## src/rtl/comparison_scheduler.sv

```systemverilog
// Arbitrates two requesters onto one registered comparison unit and returns the 1-bit outcome.
// Define CMP_SCHED_RR_EN for round-robin tie-breaking; otherwise port 0 has fixed priority.
module comparison_scheduler #(
  parameter int unsigned DATA_WIDTH = 32,
  parameter int unsigned SEL_WIDTH  = 4
) (
  input  logic                  clk,
  input  logic                  reset,
  input  logic                  req0_valid,
  output logic                  req0_ready,
  input  logic [SEL_WIDTH-1:0]  req0_select,
  input  logic [DATA_WIDTH-1:0] req0_a,
  input  logic [DATA_WIDTH-1:0] req0_b,
  input  logic                  req1_valid,
  output logic                  req1_ready,
  input  logic [SEL_WIDTH-1:0]  req1_select,
  input  logic [DATA_WIDTH-1:0] req1_a,
  input  logic [DATA_WIDTH-1:0] req1_b,
  output logic                  rsp0_valid,
  input  logic                  rsp0_ready,
  output logic                  rsp1_valid,
  input  logic                  rsp1_ready,
  output logic                  rsp_result,
  output logic                  rsp_err,
  output logic [SEL_WIDTH-1:0]  cmp_select,
  output logic [DATA_WIDTH-1:0] cmp_a,
  output logic [DATA_WIDTH-1:0] cmp_b,
  input  logic                  cmp_result,
  output logic                  busy
);

  typedef enum logic [1:0] {IDLE, EVAL, CAPT, RESP} state_t;

  state_t                r_state;
  state_t                w_next;
  logic                  w_idle;
  logic                  w_grant1;
  logic                  w_accept;
  logic                  w_rsp_take;
  logic [SEL_WIDTH-1:0]  w_sel;
  logic [DATA_WIDTH-1:0] w_a;
  logic [DATA_WIDTH-1:0] w_b;
  logic                  r_owner;
  logic                  r_illegal;

`ifdef CMP_SCHED_RR_EN
  // r_last holds the most recently granted port; reset value 1 lets port 0 win the first tie.
  logic r_last;

  always_ff @(posedge clk or negedge reset) begin
    if (!reset) begin
      r_last <= 1'b1;
    end else if (w_accept) begin
      r_last <= w_grant1;
    end
  end

  assign w_grant1 = req1_valid & (~req0_valid | ~r_last);
`else
  assign w_grant1 = req1_valid & ~req0_valid;
`endif

  assign w_idle     = (r_state == IDLE);
  assign req0_ready = w_idle & req0_valid & ~w_grant1;
  assign req1_ready = w_idle & w_grant1;
  assign w_accept   = req0_ready | req1_ready;
  assign busy       = ~w_idle;
  assign w_rsp_take = r_owner ? rsp1_ready : rsp0_ready;

  assign w_sel = w_grant1 ? req1_select : req0_select;
  assign w_a   = w_grant1 ? req1_a      : req0_a;
  assign w_b   = w_grant1 ? req1_b      : req0_b;

  always_ff @(posedge clk or negedge reset) begin
    if (!reset) begin
      r_state <= IDLE;
    end else begin
      r_state <= w_next;
    end
  end

  always_comb begin
    w_next = r_state;
    case (r_state)
      IDLE:    if (w_accept) w_next = EVAL;
      EVAL:    w_next = CAPT;
      CAPT:    w_next = RESP;
      RESP:    if (w_rsp_take) w_next = IDLE;
      default: w_next = IDLE;
    endcase
  end

  always_ff @(posedge clk or negedge reset) begin
    if (!reset) begin
      cmp_select <= '0;
      cmp_a      <= '0;
      cmp_b      <= '0;
      r_owner    <= 1'b0;
      r_illegal  <= 1'b0;
      rsp_result <= 1'b0;
      rsp_err    <= 1'b0;
      rsp0_valid <= 1'b0;
      rsp1_valid <= 1'b0;
    end else begin
      if (w_accept) begin
        cmp_select <= w_sel;
        cmp_a      <= w_a;
        cmp_b      <= w_b;
        r_owner    <= w_grant1;
        r_illegal  <= (w_sel >= SEL_WIDTH'(10));
      end
      if (r_state == CAPT) begin
        rsp_result <= cmp_result & ~r_illegal;
        rsp_err    <= r_illegal;
        rsp0_valid <= ~r_owner;
        rsp1_valid <= r_owner;
      end
      if ((r_state == RESP) && w_rsp_take) begin
        rsp0_valid <= 1'b0;
        rsp1_valid <= 1'b0;
      end
    end
  end

endmodule

```

## config.mk

```make
export PLATFORM = sky130hd
export DESIGN_NAME = comparison_scheduler
export DESIGN_NICKNAME = d
export VERILOG_FILES = /design/src/rtl/comparison_scheduler.sv
export SDC_FILE = /design/constraint.sdc
export NUM_CORES = 1
export LEC_CHECK = 0
export CORE_MARGIN = 3
export CORE_UTILIZATION = 38
export CTS_CLUSTER_DIAMETER = 120
export DETAILED_ROUTE_END_ITERATION = 7
export PLACE_DENSITY = 0.87
export SETUP_SLACK_MARGIN = 0.05
export SYNTH_ARGS = -nofsm -noshare
export SYNTH_HDL_FRONTEND = slang
export SYNTH_SLANG_ARGS = --single-unit
```

## constraint.sdc

```tcl
create_clock -name clk -period 2.2 [get_ports clk]
set_input_delay 0.33 -clock clk [delete_from_list [all_inputs] [get_ports clk]]
set_output_delay 0.33 -clock clk [all_outputs]
set_load 0.01 [all_outputs]
```

# ---- After elaboration in Yosys (flattened, before gate mapping)
# Cells that the tools add are included.
dict set report word_totals {
  regBits 76
  elab_cells 42
}
dict set report classes {
  magnitude_cmp 1
  eq_ne 5
  n_mux 11
  bitwise 11
  n_reduce_logical 4
}
# operator count
set ops {}
lappend ops {{$mux 32} 2}
lappend ops {{$pmux 2 s4} 1}
lappend ops {{$and 1x1->1} 5}
lappend ops {{$mux 1} 5}
lappend ops {{$not 1->1} 5}
lappend ops {{$eq 2x2->1 const B} 2}
lappend ops {{$ge 4x4->1 const B} 1}
lappend ops {{$mux 2} 2}
lappend ops {{$mux 4} 1}
lappend ops {{$eq 2x1->1 const B} 1}
lappend ops {{$logic_not 2->1} 1}
lappend ops {{$ne 2x1->1 const B} 1}
lappend ops {{$ne 2x2->1 const B} 1}
lappend ops {{$reduce_and 2->1} 1}
lappend ops {{$reduce_bool 2->1} 1}
lappend ops {{$logic_and 1x1->1} 1}
lappend ops {{$or 1x1->1} 1}

# ---- Longest topological paths before layout
# Gate-level depths: netlist (run 1).
dict set report logic_depth {
  depth_word 7
  depth_mapped 8
  ltp_nobuf 5
}

# ---- Worst setup path after synthesis (run 1)
# No wires, ideal clock.
dict set report synth_timing {
  path_type {reg-to-reg}
  startpoint {reg r_state[0]}
  endpoint {reg r_state[1]}
  setup_ps 125
  t_arrival_ps 1474
  required_time_ps 2075
  path_slack_ps 601
  path_stages_with_launch 7
  path_cell_list {dfrtp_1 -> inv_1 -> ha_1 -> o21ai_2 -> buf_6 -> a22oi_2 -> mux2_2}
}
dict set report synth_between {
  elab_chain_len 6
  word_cells_on_any_way 12
}
# element line
set synth_rtl {}
lappend synth_rtl {{start, declared} 34} ;# state_t r_state;
lappend synth_rtl {{start signal, assigned} 78} ;# r_state <= w_next;
lappend synth_rtl {{$logic_not 2->1} {63, 84}}
lappend synth_rtl {{$and 1x1->1 (2 in series)} 64} ;# assign req0_ready = w_idle & req0_valid & ~w_grant1;
lappend synth_rtl {{$or 1x1->1} 66} ;# assign w_accept = req0_ready | req1_ready;
lappend synth_rtl {{$ne 2x1->1 (no line)} n/a}
lappend synth_rtl {{$reduce_and 2->1 (no line)} n/a}
# Several ways; a longest one is shown, not always the timed one.
# A chain may end at the register's enable or synchronous reset.

# ---- Worst setup path after layout (run 1)
dict set report layout_timing {
  startpoint {reg r_state[1]}
  endpoint {out busy}
}
dict set report layout_between {
  elab_chain_len 2
}
# element line
set layout_rtl {}
lappend layout_rtl {{$logic_not 2->1} 63} ;# assign w_idle = (r_state == IDLE);
lappend layout_rtl {{$not 1->1} 67} ;# assign busy = ~w_idle;
lappend layout_rtl {{end, declared} 29} ;# output logic busy
# No other way between the ends.

==> flow_summary.yaml, run 1 <==
sta:
  fin_setup_tns_ps: 0
  slew_headroom_pct: 64.17
  rsz0062_at_grt: "false"
  drv_slew: 0
  setup_viol: 0
  min_period_over_period_pct: 87.81
  setup_ws_ps: 268.1
  clock.fmax_mhz: 517.6
  whs_ps: 471.5
  hold_viol: 0
  finalClockSkew_ps: 6.689
  worst_pin_slew_ps: 537.4
  min_period_ps: 1932
clock_tree:
  cts_buffers: 9
  cts_buffer_depth: 2
  cts_root_buf: "clkbuf_8"
  cts_tree: "built"
  cts_setup_buffers: 0
  clk_pin_slew_worst_paths_ps: 80
  h-tree-depth: 3
  clkSinkCount: 76
  clock_latency_ps: 330
layout:
  fillers: 712
  fin_nets: 694
  fin_area_um2: 6071
  antennaDiodeCount: 0
  final_core_util_pct: 67.96
  instances_no_fill: 660
  synthToLayoutAreaGrowth_pct: 69.18
  drive_above_1_share_pct: 5.797
critical_path:
  critPathRequiredTime_ps: 1870
  crit_chain: "inv_2 -> ha_4 -> inv_1 -> clkdlybuf4s50_1"
  end_kind: "output port"
  slowest_delay_ps: 530
  slowest_stage: "clkdlybuf4s50_1"
  setup.worst_path.start_class: "flop"
  r2r_setup_slack_ps: 610
  arrival_ps: 1600
  crit_type: "flop to output port"
  path_max_fanout: 5
pwr:
  pwr-share-seq_pct: 35.9
  swShare_pct: 34.81
  p_per_area_nw_per_um2: 1124
  leakage_nw: 2.908
  power.share.clock_pct: 15.5
  vdd_drop_max_uv: 524.9
  combPwrFrac_pct: 48.6
  p_int_mw: 4.446
  total_power_mw: 6.821
  p_sw_mw: 2.375
global_routing:
  grt_pass1_vias: 3406
  antenna_found_initial: 0
  grt_pass1_wl_um: 16200
  grt_max_degree: 58
  grtUsageTotal_pct: 19.91
  grt_remaining_overflow: 0
routing:
  drt_drc_violations_left: 0
  viasPerCell: 4.867
  wl_per_cell_um: 16.33
  drt-total-wl_um: 10780
  first_pass_iters: 4
  vias: 3212
  ant_nets: 0
  drt_iter0_drc: 30
yosys:
  netlist_instances: 336
  yosys_warnings: 0
  synth_cell_types: 20
  syn_avg_cell_area_um2: 10.68
  seq_area_frac_synth_pct: 53.00
  synth-seq-cells: 76
  synth_fp_nets: 483
  synth_area_um2: 3588
floorplanning:
  rows: 34
  fp.dieH_um: 103.2
  coreArea_um2: 8934
  dieArea_um2: 10650
  start_util_pct: 40.17
  io_pins: 218
  die_w_um: 103.2
placement:
  dpl_cell_area_um2: 5842
  port_buffers: 217
  place_inst: 643
  hpwl_um: 8498
  place_ws_ps: 175.6
  gp_congestion: 0.7655
run_status:
  outcome: "finished, final reports clean"
job:
  maxCapViolations: 0
hold_path:
  hold_class: "flop to flop"
worst paths after layout:
path                            cells after the start       start          to
worst max-delay path                                4  r_state[1]        busy
worst min-delay path                                1   r_illegal  rsp_result
worst max register to register                      5  r_state[0]  r_state[1]
worst min register to register                      1   r_illegal  rsp_result
max in group asynchronous                           3       reset    cmp_b[8]
min in group asynchronous                           2       reset    cmp_b[2]
cells in the final DEF (no fill, tap or decap), types with 2 or more instances in the layout:
cell type,netlist,routed
ha_1,4,3
clkdlybuf4s50_1,0,214
mux2_2,3,3
clkinv_2,0,2
buf_4,1,2
nand2_1,69,69
o21ai_0,70,70
dlymetal6s2s_1,0,2
inv_2,0,2
buf_12,1,5
inv_1,5,3
dfrtp_1,76,76
clkbuf_8,0,10
clkinvlp_4,0,2
nor2_1,5,5
mux2i_1,73,73
cell type report:
class	instances	area, µm²	area share, %
Tap cell	108	135.1	2.226
Timing Repair Buffer	224	2292	37.76
Clock buffer	10	137.6	2.267
Sequential cell	76	1902	31.33
Multi-Input combinational cell	231	1521	25.06
Clock inverter	6	63.81	1.051
Inverter	5	18.77	0.3092
state kept, by name (all words and copies together) (netlist names):
name / cells
rsp_err: 1
cmp_a: 32
rsp1_valid: 1
r_state: 2
cmp_b: 32
r_illegal: 1
rsp0_valid: 1
r_owner: 1
cmp_select: 4
rsp_result: 1
power groups by stage:
stage	Clock (mW)	Combinational (mW)	Sequential [mW]
6_report	1.06	3.32	2.45
5_1_grt	1.17	3.64	2.53
4_1_cts	1.10	3.36	2.45
3_5_place_dp	0	3.32	2.48
3_3_place_gp	0	3.21	2.43
2_1_floorplan	0	1.10	2.72
routing by layer:
layer / share of wire, % / track usage, % / wire [µm] / vias to the layer above
met1: 37 / 21.77 / 4003 / 1474
met5: 0 / 0 / 0 / -
met3: 10 / 7.176 / 1110 / 17
met4: 1.9 / 6.375 / 204 / 0
met2: 51 / 35.87 / 5458 / 152
li1: - / - / - / 1569
timing repair:
item	in CTS	in global routing
resized for setup	3	3
gates cloned	0	0
endpoints found under the setup margin	2	2
hold buffers	1	0
endpoints found under the hold margin	39	0
synthesized netlist by cell type:
master     n  area share, %
dfrtp_1   76             53
mux2i_1   73             20
o21ai_0   70            9.8
nand2_1   69            7.2
clkbuf_1  11            1.2
buf_6      8            2.5
inv_1      5           0.52
nor2_1     5           0.52
ha_1       4            1.4
buf_2      3           0.42
mux2_2     3           0.94
a21oi_1    1           0.14
a22oi_2    1           0.35
and2_1     1           0.17
buf_12     1           0.56
buf_4      1           0.21
nand2b_1   1           0.17
nor2b_1    1           0.17
o21ai_2    1           0.24
o22ai_1    1           0.17
critical path, delay by kind of cell (launching register included):
family                   cells  cell delay, ps
adder cells (fa/ha/maj)      1             190
buffers and inverters        3             670
flip-flops                   1             410
kinds of logic after synthesis:
kind of cell	Yosys count	share of synthesized area [%]
flops	76	53.00
fa+ha+maj	4	1.395
mux	76	21.30
compound gates	74	10.67
simple gates	77	8.264
buf+inv	29	5.370
Power figures use the tool's default switching activity.
==> run 2: changes to the inputs <==
--- a/config.mk
+++ b/config.mk
@@ -10,7 +10,6 @@
 export CTS_CLUSTER_DIAMETER = 120
 export DETAILED_ROUTE_END_ITERATION = 7
 export PLACE_DENSITY = 0.87
-export SETUP_SLACK_MARGIN = 0.05
 export SYNTH_ARGS = -nofsm -noshare
 export SYNTH_HDL_FRONTEND = slang
 export SYNTH_SLANG_ARGS = --single-unit
==> run 2 against run 1 <==
Combinational power about the same. Via count about the same. Routed wire length decreased by 0.74%. Hold slack got worse by 0.89 ps. Critical path type unchanged. Critical endpoint is now req0_ready. Highest routed layer unchanged. Sequential power about the same. Global-route usage unchanged.
==> flow_summary.yaml, run 2 (synthesis results as in run 1) <==
sta:
  whs_ps: 470.6
  setup_ws_ps: 123.7
  min_period_ps: 2076
  clock.fmax_mhz: 481.6
  worst_pin_slew_ps: 537.4
  rsz0062_at_grt: "false"
  slew_headroom_pct: 64.17
  fin_setup_tns_ps: 0
  setup_viol: 0
  hold_viol: 0
  drv_slew: 0
  min_period_over_period_pct: 94.38
  finalClockSkew_ps: 7.939
global_routing:
  grt_max_degree: 58
  grt_pass1_wl_um: 16200
  grt_pass1_vias: 3406
  grt_remaining_overflow: 0
  grtUsageTotal_pct: 19.91
  antenna_found_initial: 0
layout:
  synthToLayoutAreaGrowth_pct: 69.04
  drive_above_1_share_pct: 5.797
  fin_nets: 694
  fillers: 713
  final_cell_mix: "clkdlybuf4s50_1 (216), dfrtp_1 (76), mux2i_1 (73)"
  fin_area_um2: 6066
  final_core_util_pct: 67.90
  antennaDiodeCount: 0
  reg_top3: "cmp_a: 32 flops, cmp_b: 32 flops, cmp_select: 4 flops"
  instances_no_fill: 660
  final_common_cell: "clkdlybuf4s50_1"
pwr:
  leakage_nw: 2.874
  p_int_mw: 4.448
  total_power_mw: 6.820
  vdd_drop_max_uv: 525.0
  p_per_area_nw_per_um2: 1124
  p_sw_mw: 2.372
  power.share.clock_pct: 15.5
  swShare_pct: 34.78
  pwr-share-seq_pct: 35.9
  combPwrFrac_pct: 48.6
critical_path:
  slowest_delay_ps: 540
  path_delay_family: "buffers and inverters"
  crit_type: "flop to output port"
  path_max_fanout: 5
  crit_chain: "inv_2 -> ha_4 -> and2_1 -> clkdlybuf4s50_1"
  arrival_ps: 1750
  setup.worst_path.start_class: "flop"
  critPathRequiredTime_ps: 1870
  critical_path_buf_inv_count: 2
  slowest_stage: "clkdlybuf4s50_1"
  end_kind: "output port"
floorplanning:
  rows: 34
  dieArea_um2: 10650
  die_w_um: 103.2
  start_util_pct: 40.17
  coreArea_um2: 8934
  fp.dieH_um: 103.2
  io_pins: 218
clock_tree:
  clkSinkCount: 76
  cts_buffer_depth: 2
  cts_buffers: 9
  clk_pin_slew_worst_paths_ps: 80
  h-tree-depth: 3
  cts_setup_buffers: 0
  cts_root_buf: "clkbuf_8"
  cts_tree: "built"
  clock_latency_ps: 330
placement:
  port_buffers: 217
  hpwl_um: 8498
  place_ws_ps: 175.6
  dpl_cell_area_um2: 5842
  place_inst: 643
  gp_congestion: 0.7655
routing:
  drt_iter0_drc: 25
  vias: 3214
  drt-total-wl_um: 10700
  wl_per_cell_um: 16.21
  viasPerCell: 4.870
  ant_nets: 0
  first_pass_iters: 4
  drt_drc_violations_left: 0
hold_path:
  hold_class: "flop to flop"
run_status:
  outcome: "finished, final reports clean"
job:
  maxCapViolations: 0
==> run 2: what timing repair did <==
action / in CTS / in global routing
gates resized for setup: 2 / 2
hold buffers: 1 / 0
endpoints found under the setup margin: 2 / 2
hold endpoints to repair: 39 / 0
==> run 2: area by class of cell <==
class	instances	area, µm²	area share (%)
flip-flops and latches	76	1902	31.35
inverters	5	18.77	0.3094
multi-input cells	231	1521	25.08
clock buffers	10	137.6	2.269
repair buffers	224	2287	37.71
clock inverters	6	63.81	1.052
well taps	108	135.1	2.228
==> run 2: final timing paths <==
path | startpoint | end | slack (ps) | cells after the start
min | r_illegal | rsp_result | 470 | 1
max reg2reg | r_state[0] | r_state[1] | 620 | 5
min reg2reg | r_illegal | rsp_result | 470 | 1
max | r_state[0] | req0_ready | 120 | 4
min in group asynchronous | reset | cmp_b[2] | 520 | 2
max in group asynchronous | reset | cmp_b[8] | 1070 | 3
==> run 2: per-layer routing <==
| layer | part of all wire (%) | global-route usage, % |
|---|---|---|
| met2 | 50 | 35.87 |
| met3 | 10 | 7.176 |
| met5 | 0 | 0 |
| met4 | 1.9 | 6.375 |
| met1 | 37 | 21.77 |
==> run 2: power by group through the flow <==
stage | Clock [mW] | Combinational, mW | Sequential, mW
floorplan | 0 | 1.10 | 2.72
CTS | 1.10 | 3.36 | 2.45
global route | 1.17 | 3.64 | 2.53
detailed placement | 0 | 3.32 | 2.48
global placement | 0 | 3.21 | 2.43
finish | 1.06 | 3.31 | 2.45
==> RTL edit (flow settings as in run 2) <==
The option `CMP_SCHED_RR_EN` is turned on by a define.
--- a/src/rtl/comparison_scheduler.sv
+++ b/src/rtl/comparison_scheduler.sv
@@ -2,2 +2,4 @@
 // Define CMP_SCHED_RR_EN for round-robin tie-breaking; otherwise port 0 has fixed priority.
+`define CMP_SCHED_RR_EN
+
 module comparison_scheduler #(
Formal check against the unedited RTL: not equivalent (Yosys sat finds a counterexample within 10 cycles, from zero or initial values and one cycle with reset low).
==> RTL edit against run 2 <==
Total power increased by 6.3%. Via count decreased by 0.47%. Area after synthesis increased by 1.0%. Worst setup slack got worse by 0.032 ns. Sequential cell count increased by 1. Register-to-register slack got worse by 0.14 ns. Cell area increased by 1.7%. Wire length decreased by 4.1%. Count of clock-buffer cells in the layout unchanged. Sequential share of layout area decreased by 0.089 points. Critical endpoint is now req1_ready. Largest cell class unchanged. Highest routed layer unchanged.
==> RTL edit: results (changes against run 2) <==
| Group | Result | Value | vs run 2 |
|---|---|---|---|
| grt | Met3 layer usage reported by global route | 0.0561 | -0.0157 |
| clock network | # resized after CTS | 0 | -2 |
| synth | Synth cell count leaders | dfrtp_1, mux2i_1, nand2_1 |  |
| power | Leak pwr | 2.70 nW | -6.1% |
| detailed routing | Wire length per cell after detailed routing | 15.0 µm | -7.7% |
| synth | Area fraction in compound gates after synthesis | 0.114 | +0.00756 |
| power | Share of total power consumed by net switching | 0.341 | -0.00654 |
| place | Weighted congestion reported at the end of routability-driven placement | 0.763 | -0.39% |
| place | Worst slack at placement | 0.0787 ns | -0.0968 ns |
| synth | Portion of netlist area occupied by mux cells | 0.205 | -0.00800 |
| cells and area | Share of final-layout standard cells stronger than drive strength 1 | 0.0592 | +0.00127 |
| timing | Slew of the pin with the lowest slew margin | 0.514 ns | -0.0237 ns |
| detailed routing | Iter 0 DRT Violations | 77 | +210% |
| place | DP HPWL | 8.14 mm | -4.3% |
| cells and area | # nets final | 699 | +0.72% |
| synth | Syn_nets | 486 | +0.62% |
| grt | Vias in the first global route | 3322 | -2.5% |
| synth | Sequential fraction of the synthesis area | 0.532 | +0.00194 |
| worst setup path | Worst-case reg-to-reg path depth | 6 | +1 |
| detailed routing | DR WL met2 | 5.25 mm | -2.6% |
| detailed routing | Total Routed Length | 10.3 mm | -4.1% |
| grt | Global-route wire length before repair | 16.9 mm | +4.1% |
| place | Cell count after placement | 669 | +4.0% |
| synth | Mean Syn Cell Area | 10.7 µm² | +0.12% |
| timing | Post-route worst hold slack | 0.472 ns | +0.00111 ns |
| worst setup path | Setup slack, reg-to-reg | 0.48 ns | -0.14 ns |
| timing | Skew final | 0.0119 ns | +0.00396 ns |
| grt | Largest net degree at the start of global routing | 81 | +40% |
| grt | Met1 track utilization from global routing | 0.222 | +0.00466 |
| detailed routing | Post-route met1 wirelength | 4.03 mm | +0.93% |
| synth | Dominant cells by area after synthesis | dfrtp_1, mux2i_1, o21ai_0 |  |
| status | Status | complete, no violations |  |
| worst setup path | Worst path arrival time | 1.78 ns | +0.03 ns |
[RTL edit: worst max path at each step]
stage	from	endpoint	slack, ns	cells after the start
6_report	req0_valid	req1_ready	0.09	4
3_3_place_gp	req1_valid	req1_ready	0.11	4
4_1_cts	r_state[0]	req0_ready	0.004	5
5_1_grt	r_state[1]	busy	0.03	5
3_5_place_dp	req0_valid	r_illegal	0.08	5
2_1_floorplan	r_state[0]	r_state[1]	0.56	6
[RTL edit: layout make-up]
type	instances	area (µm²)
fillers	731	3070
repair buffers	226	2280
flip-flops and latches	77	1930
multi-input cells	233	1530
well taps	129	161
clock buffers	10	138
clock inverters	6	110
inverters	5	18.8
[RTL edit: metrics by stage]
step | power (W) | utilization | instance area [µm²]
after floorplan | 0.00408 | - | 3620
after global placement | 0.00587 | 0.639 | 5900
after detailed placement | 0.00604 | 0.639 | 5900
after CTS | 0.00737 | 0.667 | 6160
after global routing | 0.00779 | 0.667 | 6170
final | 0.00725 | 0.667 | 6170
